## config.mk

```make
export PLATFORM = sky130hd
export DESIGN_NAME = stream_buffer_sender_flat
export DESIGN_NICKNAME = d
export VERILOG_FILES = /design/src/rtl/stream_buffer_sender_if.sv /design/src/rtl/stream_buffer_sender.sv /design/src/flat_wrapper.sv
export SDC_FILE = /design/constraint.sdc
export NUM_CORES = 1
export LEC_CHECK = 0
export ABC_AREA = 0
export CORE_ASPECT_RATIO = 0.75
export CORE_MARGIN = 2
export CORE_UTILIZATION = 53
export DETAILED_ROUTE_END_ITERATION = 8
export PLACE_DENSITY = 0.83
export SLEW_MARGIN = 0
export SYNTH_ARGS = -nofsm -noshare
export SYNTH_HDL_FRONTEND = slang
export SYNTH_SLANG_ARGS = --single-unit
```

## constraint.sdc

```tcl
create_clock -name clk -period 4.77 [get_ports clk]
set_input_delay 0.477 -clock clk [delete_from_list [all_inputs] [get_ports clk]]
set_output_delay 0.477 -clock clk [all_outputs]
set_load 0.1 [all_outputs]
```

## src/rtl/stream_buffer_sender_if.sv

```systemverilog
// Bundle of the streamer's control, RAM read port and output stream signals.
// master = the streamer itself; slave = its environment (controller, RAM, buffer).
`timescale 1ns/1ps
interface stream_buffer_sender_if #(
  parameter int DATA_W = 8,
  parameter int ADDR_W = 8
);
  logic              start;
  logic              abort;
  logic [ADDR_W-1:0] cfg_last;
  logic              cfg_loop;
  logic              rd_en;
  logic [ADDR_W-1:0] rd_addr;
  logic [DATA_W-1:0] rd_data;
  logic [DATA_W-1:0] m_data;
  logic              m_valid;
  logic              m_ready;
  logic              m_last;
  logic              busy;
  logic              done;

  modport master (
    input  start, abort, cfg_last, cfg_loop, rd_data, m_ready,
    output rd_en, rd_addr, m_data, m_valid, m_last, busy, done
  );

  modport slave (
    output start, abort, cfg_last, cfg_loop, rd_data, m_ready,
    input  rd_en, rd_addr, m_data, m_valid, m_last, busy, done
  );
endinterface

```

## src/rtl/stream_buffer_sender.sv

```systemverilog
// Replays samples 0..cfg_last from a synchronous RAM onto a valid/ready stream,
// single pass or looped, through a 2-entry skid buffer at full throughput.
`timescale 1ns/1ps
module stream_buffer_sender #(
  parameter int DATA_W = 8,
  parameter int DEPTH  = 256,
  parameter int ADDR_W = $clog2(DEPTH)
) (
  input logic                   clk,
  input logic                   rst,
  stream_buffer_sender_if.master bus
);

  typedef enum logic [1:0] {IDLE, RUN, DRAIN} state_t;
  state_t state_q, state_d;

  logic [ADDR_W-1:0] last_q;
  logic              loop_q;
  logic [ADDR_W-1:0] addr_q;
  logic              rd_vld_q, rd_vld_last_q;
  logic [DATA_W-1:0] out_data_q, sp_data_q;
  logic              out_vld_q, out_last_q, sp_vld_q, sp_last_q;
  logic              done_q;
  logic              xfer, rd_fire, addr_at_last, start_ok, final_read;
  logic [1:0]        fill;

  assign xfer         = out_vld_q & bus.m_ready;
  assign addr_at_last = (addr_q == last_q);
  assign start_ok     = (state_q == IDLE) & bus.start & ~bus.abort;
  assign final_read   = rd_fire & addr_at_last & ~loop_q;

  // Entries that will be held once the read in flight lands; a new read is
  // only safe if one slot is still guaranteed free when its data arrives.
  assign fill    = {1'b0, out_vld_q} + {1'b0, sp_vld_q} + {1'b0, rd_vld_q} - {1'b0, xfer};
  assign rd_fire = ~rst & (state_q == RUN) & ~bus.abort & (fill < 2'd2);

  always_comb begin
    state_d = state_q;
    case (state_q)
      IDLE:    if (start_ok) state_d = RUN;
      RUN: begin
        if (bus.abort)       state_d = IDLE;
        else if (final_read) state_d = DRAIN;
      end
      DRAIN:   if (bus.abort || (xfer && out_last_q)) state_d = IDLE;
      default: state_d = IDLE;
    endcase
  end

  always_ff @(posedge clk) begin
    if (rst) state_q <= IDLE;
    else     state_q <= state_d;
  end

  always_ff @(posedge clk) begin
    if (rst) begin
      addr_q <= '0;
      last_q <= '0;
      loop_q <= 1'b0;
    end else if (start_ok) begin
      addr_q <= '0;
      last_q <= bus.cfg_last;
      loop_q <= bus.cfg_loop;
    end else if (rd_fire && !final_read) begin
      addr_q <= addr_at_last ? '0 : addr_q + 1'b1;
    end
  end

  always_ff @(posedge clk) begin
    if (rst) begin
      rd_vld_q      <= 1'b0;
      rd_vld_last_q <= 1'b0;
      done_q        <= 1'b0;
    end else begin
      rd_vld_q      <= rd_fire;
      rd_vld_last_q <= addr_at_last;
      done_q        <= (state_q == DRAIN) & xfer & out_last_q & ~bus.abort;
    end
  end

  // Output register refills from the spare first so sample order is kept.
  always_ff @(posedge clk) begin
    if (rst) begin
      out_data_q <= '0;
      out_last_q <= 1'b0;
      out_vld_q  <= 1'b0;
      sp_data_q  <= '0;
      sp_last_q  <= 1'b0;
      sp_vld_q   <= 1'b0;
    end else if (bus.abort) begin
      out_vld_q  <= 1'b0;
      out_last_q <= 1'b0;
      sp_vld_q   <= 1'b0;
    end else if (!out_vld_q || xfer) begin
      if (sp_vld_q) begin
        out_data_q <= sp_data_q;
        out_last_q <= sp_last_q;
        out_vld_q  <= 1'b1;
        sp_data_q  <= bus.rd_data;
        sp_last_q  <= rd_vld_last_q;
        sp_vld_q   <= rd_vld_q;
      end else if (rd_vld_q) begin
        out_data_q <= bus.rd_data;
        out_last_q <= rd_vld_last_q;
        out_vld_q  <= 1'b1;
      end else begin
        out_vld_q  <= 1'b0;
        out_last_q <= 1'b0;
      end
    end else if (rd_vld_q) begin
      sp_data_q <= bus.rd_data;
      sp_last_q <= rd_vld_last_q;
      sp_vld_q  <= 1'b1;
    end
  end

  assign bus.rd_en   = rd_fire;
  assign bus.rd_addr = addr_q;
  assign bus.m_data  = out_data_q;
  assign bus.m_valid = out_vld_q;
  assign bus.m_last  = out_last_q;
  assign bus.busy    = (state_q != IDLE);
  assign bus.done    = done_q;

endmodule
```

## src/flat_wrapper.sv

```systemverilog
// flat-port wrapper written by rule: the top's interface ports become plain ports
module stream_buffer_sender_flat 
#(
  parameter int DATA_W = 8,
  parameter int DEPTH  = 256,
  parameter int ADDR_W = $clog2(DEPTH)
)
  (clk, rst, bus_start, bus_abort, bus_cfg_last, bus_cfg_loop, bus_rd_data, bus_m_ready, bus_rd_en, bus_rd_addr, bus_m_data, bus_m_valid, bus_m_last, bus_busy, bus_done);
  stream_buffer_sender_if #(.DATA_W(DATA_W), .ADDR_W(ADDR_W)) bus_i ();
  input logic clk;
  input logic rst;
  input wire logic [$bits(bus_i.start)-1:0] bus_start;
  input wire logic [$bits(bus_i.abort)-1:0] bus_abort;
  input wire logic [$bits(bus_i.cfg_last)-1:0] bus_cfg_last;
  input wire logic [$bits(bus_i.cfg_loop)-1:0] bus_cfg_loop;
  input wire logic [$bits(bus_i.rd_data)-1:0] bus_rd_data;
  input wire logic [$bits(bus_i.m_ready)-1:0] bus_m_ready;
  output wire logic [$bits(bus_i.rd_en)-1:0] bus_rd_en;
  output wire logic [$bits(bus_i.rd_addr)-1:0] bus_rd_addr;
  output wire logic [$bits(bus_i.m_data)-1:0] bus_m_data;
  output wire logic [$bits(bus_i.m_valid)-1:0] bus_m_valid;
  output wire logic [$bits(bus_i.m_last)-1:0] bus_m_last;
  output wire logic [$bits(bus_i.busy)-1:0] bus_busy;
  output wire logic [$bits(bus_i.done)-1:0] bus_done;
  assign bus_i.start = bus_start;
  assign bus_i.abort = bus_abort;
  assign bus_i.cfg_last = bus_cfg_last;
  assign bus_i.cfg_loop = bus_cfg_loop;
  assign bus_i.rd_data = bus_rd_data;
  assign bus_i.m_ready = bus_m_ready;
  assign bus_rd_en = bus_i.rd_en;
  assign bus_rd_addr = bus_i.rd_addr;
  assign bus_m_data = bus_i.m_data;
  assign bus_m_valid = bus_i.m_valid;
  assign bus_m_last = bus_i.m_last;
  assign bus_busy = bus_i.busy;
  assign bus_done = bus_i.done;
  stream_buffer_sender #(.DATA_W(DATA_W), .DEPTH(DEPTH), .ADDR_W(ADDR_W)) u_core (.clk(clk), .rst(rst), .bus(bus_i));
endmodule
```

Word-level counts from Yosys, hierarchy flattened. Index checks and enable logic that the tools add are counted.

Flip-flop bits (word level): 42. Input port bits: 22. Output and inout bits: 21. Logic and storage cells: 74.

Add/subtract/negate cells: 4. Order comparisons: 1. Equality and inequality tests: 7. Muxes and demuxes: 20. Bitwise logic cells: 14. Reduce and logical (&&, ||, !) cells: 15.

Operators by type and width (number): 2-to-1 mux 8 bit (5); bitwise AND 1 bit (11); 2-to-1 mux 1 bit (10); AND reduction 3 bit (3); adder 8 x 1 -> 8 bit (second input constant) (1); == test 8 bit (1); 2-to-1 mux 2 bit (4); inequality test 2 x 1 -> 1 bit (second input constant) (3); case mux 2 bit (3 select lines) (1); nonzero test 2 bit (3); OR reduction 2 bit (2); inequality test 3 x 2 -> 1 bit (second input constant) (1); NOT 1 bit (3); adder 1 x 1 -> 2 bit (1); adder 2 x 1 -> 2 bit (1); == test 2 x 1 -> 1 bit (second input constant) (1); == test 2 bit (second input constant) (1); logical AND 1 bit (2); logical NOT 1 bit (2); logical NOT 2 bit (1); logical OR 1 bit (2); less-than comparator 2 bit (second input constant) (1); subtractor 2 x 1 -> 2 bit (1).

Longest topological paths before layout.
Depth in word-level cells: 10. Mapped depth: 11. Mapped depth without buffers: 10.

Least setup slack after synthesis. No wires, ideal clock.

Kind: flip-flop to flip-flop. From: register u_core.out_vld_q, in the netlist u_core.bus.m_valid. To: register u_core.addr_q[2], in the netlist u_core.bus.rd_addr[2]. Library setup time: 118 ps. Arrival: 3135 ps. Data required time: 4652 ps. Slack: 1517 ps. Cell stages (with the launch flop): 12. Path buffers: 1. Period minus slack after synthesis: 3253 ps. Path through: dfxtp_1 > and2_1 > ha_1 > inv_1 > ha_1 > a21oi_2 > xnor2_1 > or2_1 > buf_6 > inv_2 > o21ai_2 > a32o_1.

Longest elaborated chain between the ends: 9. Elaborated cells between the ends (all ways): 10. Classes of those cells: 3 x add/sub; 1 x order compare; 4 x bitwise; 2 x reduce/logical.

RTL lines: start, declared (line stream_buffer_sender.sv:22) `logic out_vld_q, out_last_q, sp_vld_q, sp_last_q;`; start signal, assigned (line stream_buffer_sender.sv:86) `out_vld_q <= 1'b0;`; start signal, assigned (line stream_buffer_sender.sv:91) `out_vld_q <= 1'b0;`; start signal, assigned (line stream_buffer_sender.sv:98) `out_vld_q <= 1'b1;`; adder 1 x 1 -> 2 bit (line stream_buffer_sender.sv:34) `assign fill = {1'b0, out_vld_q} + {1'b0, sp_vld_q} + {1'b0, rd_vld_q} - {1'b0, xfer};`; adder 2 x 1 -> 2 bit (line stream_buffer_sender.sv:34); subtractor 2 x 1 -> 2 bit (*) (line stream_buffer_sender.sv:34); less-than comparator 2 bit (*) (line stream_buffer_sender.sv:35) `assign rd_fire = ~rst & (state_q == RUN) & ~bus.abort & (fill < 2'd2);`; bitwise AND 1 bit (*) (line stream_buffer_sender.sv:35); net bus_rd_en (line flat_wrapper.sv:18) `output wire logic [$bits(bus_i.rd_en)-1:0] bus_rd_en;`; bitwise AND 1 bit (2 in a row) (line stream_buffer_sender.sv:30) `assign final_read = rd_fire & addr_at_last & ~loop_q;`; logical NOT 1 bit (line stream_buffer_sender.sv:64) `end else if (rd_fire && !final_read) begin`; logical AND 1 bit (*) (line stream_buffer_sender.sv:64); end signal, assigned (line stream_buffer_sender.sv:65) `addr_q <= addr_at_last ? '0 : addr_q + 1'b1;`; end, declared (line stream_buffer_sender.sv:19) `logic [ADDR_W-1:0] addr_q;`.

Mark *: on every way through the listed nets, which the timed path passes. The rest lies on a longest branch. A chain may end at the register's enable or synchronous reset.

Worst setup path in the final report.
From: input bus_m_ready. To: output bus_rd_en.

Longest elaborated chain between the ends: 4.

RTL lines: start, declared (line flat_wrapper.sv:17) `input wire logic [$bits(bus_i.m_ready)-1:0] bus_m_ready;`; bitwise AND 1 bit (line stream_buffer_sender.sv:27) `assign xfer = out_vld_q & bus.m_ready;`; subtractor 2 x 1 -> 2 bit (line stream_buffer_sender.sv:34); less-than comparator 2 bit (line stream_buffer_sender.sv:35); bitwise AND 1 bit (line stream_buffer_sender.sv:35); end, declared (line flat_wrapper.sv:18).

Every way passes these cells.

==> results.cfg <==
[synthesis]
synth-xor-area-share_pct = 4.12
synthTopCellsByCount = dfxtp_1 (42), nand2_1 (28), nor2_1 (25)
async_flop_share_pct = 0
yosys.cell_types.count = 42
synth_top_family_by_area = simple AND/OR/NAND/NOR gates
synth_edf_count = 0
yosysTopAreaCell = dfxtp_1
synth_area_sq_mm = 0.00191
syn_area_per_cell_sq_um = 9.07
yosys.area_share.simple_pct = 20.7
syn_inst = 211
synth-seq-cells = 42
synth_mux_area_share_pct = 10.0
synth-compound-area-share_pct = 15.3
synth_ff_type = dfxtp_1
ys_seq_area_share_pct = 43.9
synth_most_common_cell = dfxtp_1
yosysWarnings = 0
synth.area.top_cells = dfxtp_1 (44%), mux2i_1 (9.4%), nand2_1 (5.5%)
synthAdderAreaFrac_pct = 1.96
synth_nets = 236
synth_top_cell_area_share_pct = 43.9

[floorplan]
fp.dieW_microns = 73.4
num_rows = 18
io_pins = 43
dieArea_sq_mm = 0.00411
core_area_sq_mm = 0.00338
start_util_pct = 56.7
die-height_microns = 56.0

[worst_setup_path]
crit_path_start = bus_m_ready
critPathCaptureType = output pin
reg2reg_slack_ns = 2.44
crit_end = bus_rd_en
path_class = in -> out
r2r_cells = 9
worstReg2RegEnd = u_core.state_q[0]
worstPathMaxFanout = 8
start_kind = input pin
cp_data_required_time_ns = 4.29
worst_r2r_startpoint = u_core.bus.m_valid
worstPathArrival_ns = 2.70

[timing]
fin_ws_ns = 1.59
rsz0062_at_grt = false
finalWorstPathRequiredPeriod_ns = 3.18
fin_crit_sh_pct = 66.6
fin_setup_tns_ns = 0
skew_ns = 0.0108
slew_violations = 0
fmax_ghz = 0.315
tightestPinTransition_ns = 0.988
hold_viol = 0
setup_violations = 0
max-slew-margin-rel_pct = 34.0

[finish]
drive_above_1_share_pct = 10.7
design_area_sq_mm = 0.00244
diodes = 0
area_delta_synth_final_pct = 27.5
fill_cells = 271
fin_nets = 277

[cts]
htree_levels = 2
clock_latency_ns = 0.30
clock_sinks = 42
cts_setup_buffers = 0
clk_path_buf_depth = 2
cts_tree = yes
cts_resized = 0
postCtsHoldBufs = 0
clockRootBuffer = clkbuf_8
cts.clk_slew.worst_paths_ns = 0.08
cts_buffers = 5

[pwr]
power_mw = 0.685
p_seq_share_pct = 53.0
p_leak_nw = 0.891
pwr-share-clk_pct = 35.2
pwr-share-comb_pct = 11.8
p_switching_mw = 0.178
intPower_mw = 0.507
power_density_mw_per_mm2 = 281
ir_drop_uv = 228
switching_share_pct = 26.0

[place]
post-place-ws_ns = 1.60
port_buffers = 42
dp_hpwl_microns = 3060
placed_cell_area_sq_mm = 0.00235
place.gp.congestion = 0.943

[min_path]
holdCritPathClass = reg -> reg

[run_status]
status = finished clean

[routing]
first_pass_iters = 4
antenna_left = 0
avgViaCountPerCell = 5.57
num_vias = 1632
wire_per_inst_microns = 14.5
drt-total-wl_microns = 4240
drc = 0
drtIter0Drc = 140

[grt]
grt-ovfl-total = 0
grt_pass1_vias = 1501
antenna_found_initial = 0
grt_max_degree = 36
grt_util_all_layers_pct = 22.4
grt_pass1_wl_microns = 7020

[run]
maxCapViolations = 0
## metal layers
metal	vias up	wire length, microns	GRT usage, %
met5	-	0	0
met4	0	62	9.09
met3	7	194	4.89
met2	39	2000	34.1
met1	766	1980	30.6
li1	820	-	-
## through the flow
| step | hold WS, ns | utilization [%] | std cells |
|---|---|---|---|
| finish | 0.473 | 72.3 | 293 |
| global placement | 0.458 | 69.4 | 285 |
| floorplan | 0.448 | - | 211 |
| global route | 0.502 | 72.3 | 293 |
| CTS | 0.474 | 72.3 | 293 |
| detailed placement | 0.462 | 69.4 | 285 |
## how the worst min path moves through the flow
| stage | start | end | slack [ns] | cells past startpoint |
|---|---|---|---|---|
| after floorplan | u_core.last_q[0] | u_core.last_q[0] | 0.45 | 2 |
| after global placement | u_core.last_q[7] | u_core.last_q[7] | 0.46 | 2 |
| after detailed placement | u_core.last_q[3] | u_core.last_q[3] | 0.46 | 2 |
| after CTS | u_core.last_q[4] | u_core.last_q[4] | 0.47 | 2 |
| after global routing | u_core.last_q[5] | u_core.last_q[5] | 0.50 | 2 |
| final | u_core.last_q[4] | u_core.last_q[4] | 0.47 | 2 |
## flip-flops by register name, summed over array words and instances (netlist names)
name,flops
u_core.bus.done,1
u_core.bus.m_data,8
u_core.bus.m_last,1
u_core.bus.m_valid,1
u_core.bus.rd_addr,8
u_core.last_q,8
u_core.loop_q,1
u_core.rd_vld_last_q,1
u_core.rd_vld_q,1
u_core.sp_data_q,8
u_core.sp_last_q,1
u_core.sp_vld_q,1
u_core.state_q,2
## power by group through the flow
stage          registers [mW]  clock network [mW]  logic [mW]
6_report                0.363               0.241      0.0810
5_1_grt                 0.364               0.257      0.0864
4_1_cts                 0.363               0.244      0.0804
3_5_place_dp            0.371                   0      0.0796
3_3_place_gp            0.371                   0      0.0791
2_1_floorplan           0.380                   0      0.0402
## cells in the final DEF (no fill, tap or decap), drive strengths merged, types with 2 or more instances in the layout
cell type,instances
dfxtp,42
clkdlybuf4s50,41
nand2,29
nor2,25
mux2i,18
a21oi,14
a211oi,9
xor2,8
nor3,7
clkbuf,6
inv,5
a32o,4
nand2b,4
buf,4
nand3,3
ha,3
nor4,3
o21ai,3
or2,3
and2,2
nor3b,2
or3,2
o211ai,2
a31o,2
## worst max-delay path, cell delays in order
cell and delay, ns:
clkdlybuf4s50_1 0.43, and2_1 0.19, ha_1 0.28, inv_1 0.04, ha_1 0.28, a21oi_2 0.15
xnor2_1 0.10, or2_1 0.35, inv_2 0.11, buf_4 0.29
## area by class of cell
cell class / count / area, sq um / share of cell area, %
multi-input cells: 153 / 996 / 40.8
flip-flops and latches: 42 / 841 / 34.4
repair buffers: 45 / 440 / 18.0
clock buffers: 6 / 82.6 / 3.38
well taps: 40 / 50.0 / 2.05
inverters: 5 / 18.8 / 0.769
clock inverters: 2 / 12.5 / 0.513
## cell families (layout without fill, tap and decap cells)
family                     Yosys count  after routing
AOI/OAI and AO/OA                   40             40
adders and majority gates            3              3
DFF                                 42             42
xor gates and xnor gates             9              9
muxes                               19             19
and+or+nand+nor                     82             82
buffers and inverters               16             58
Power figures use the tool's default switching activity.
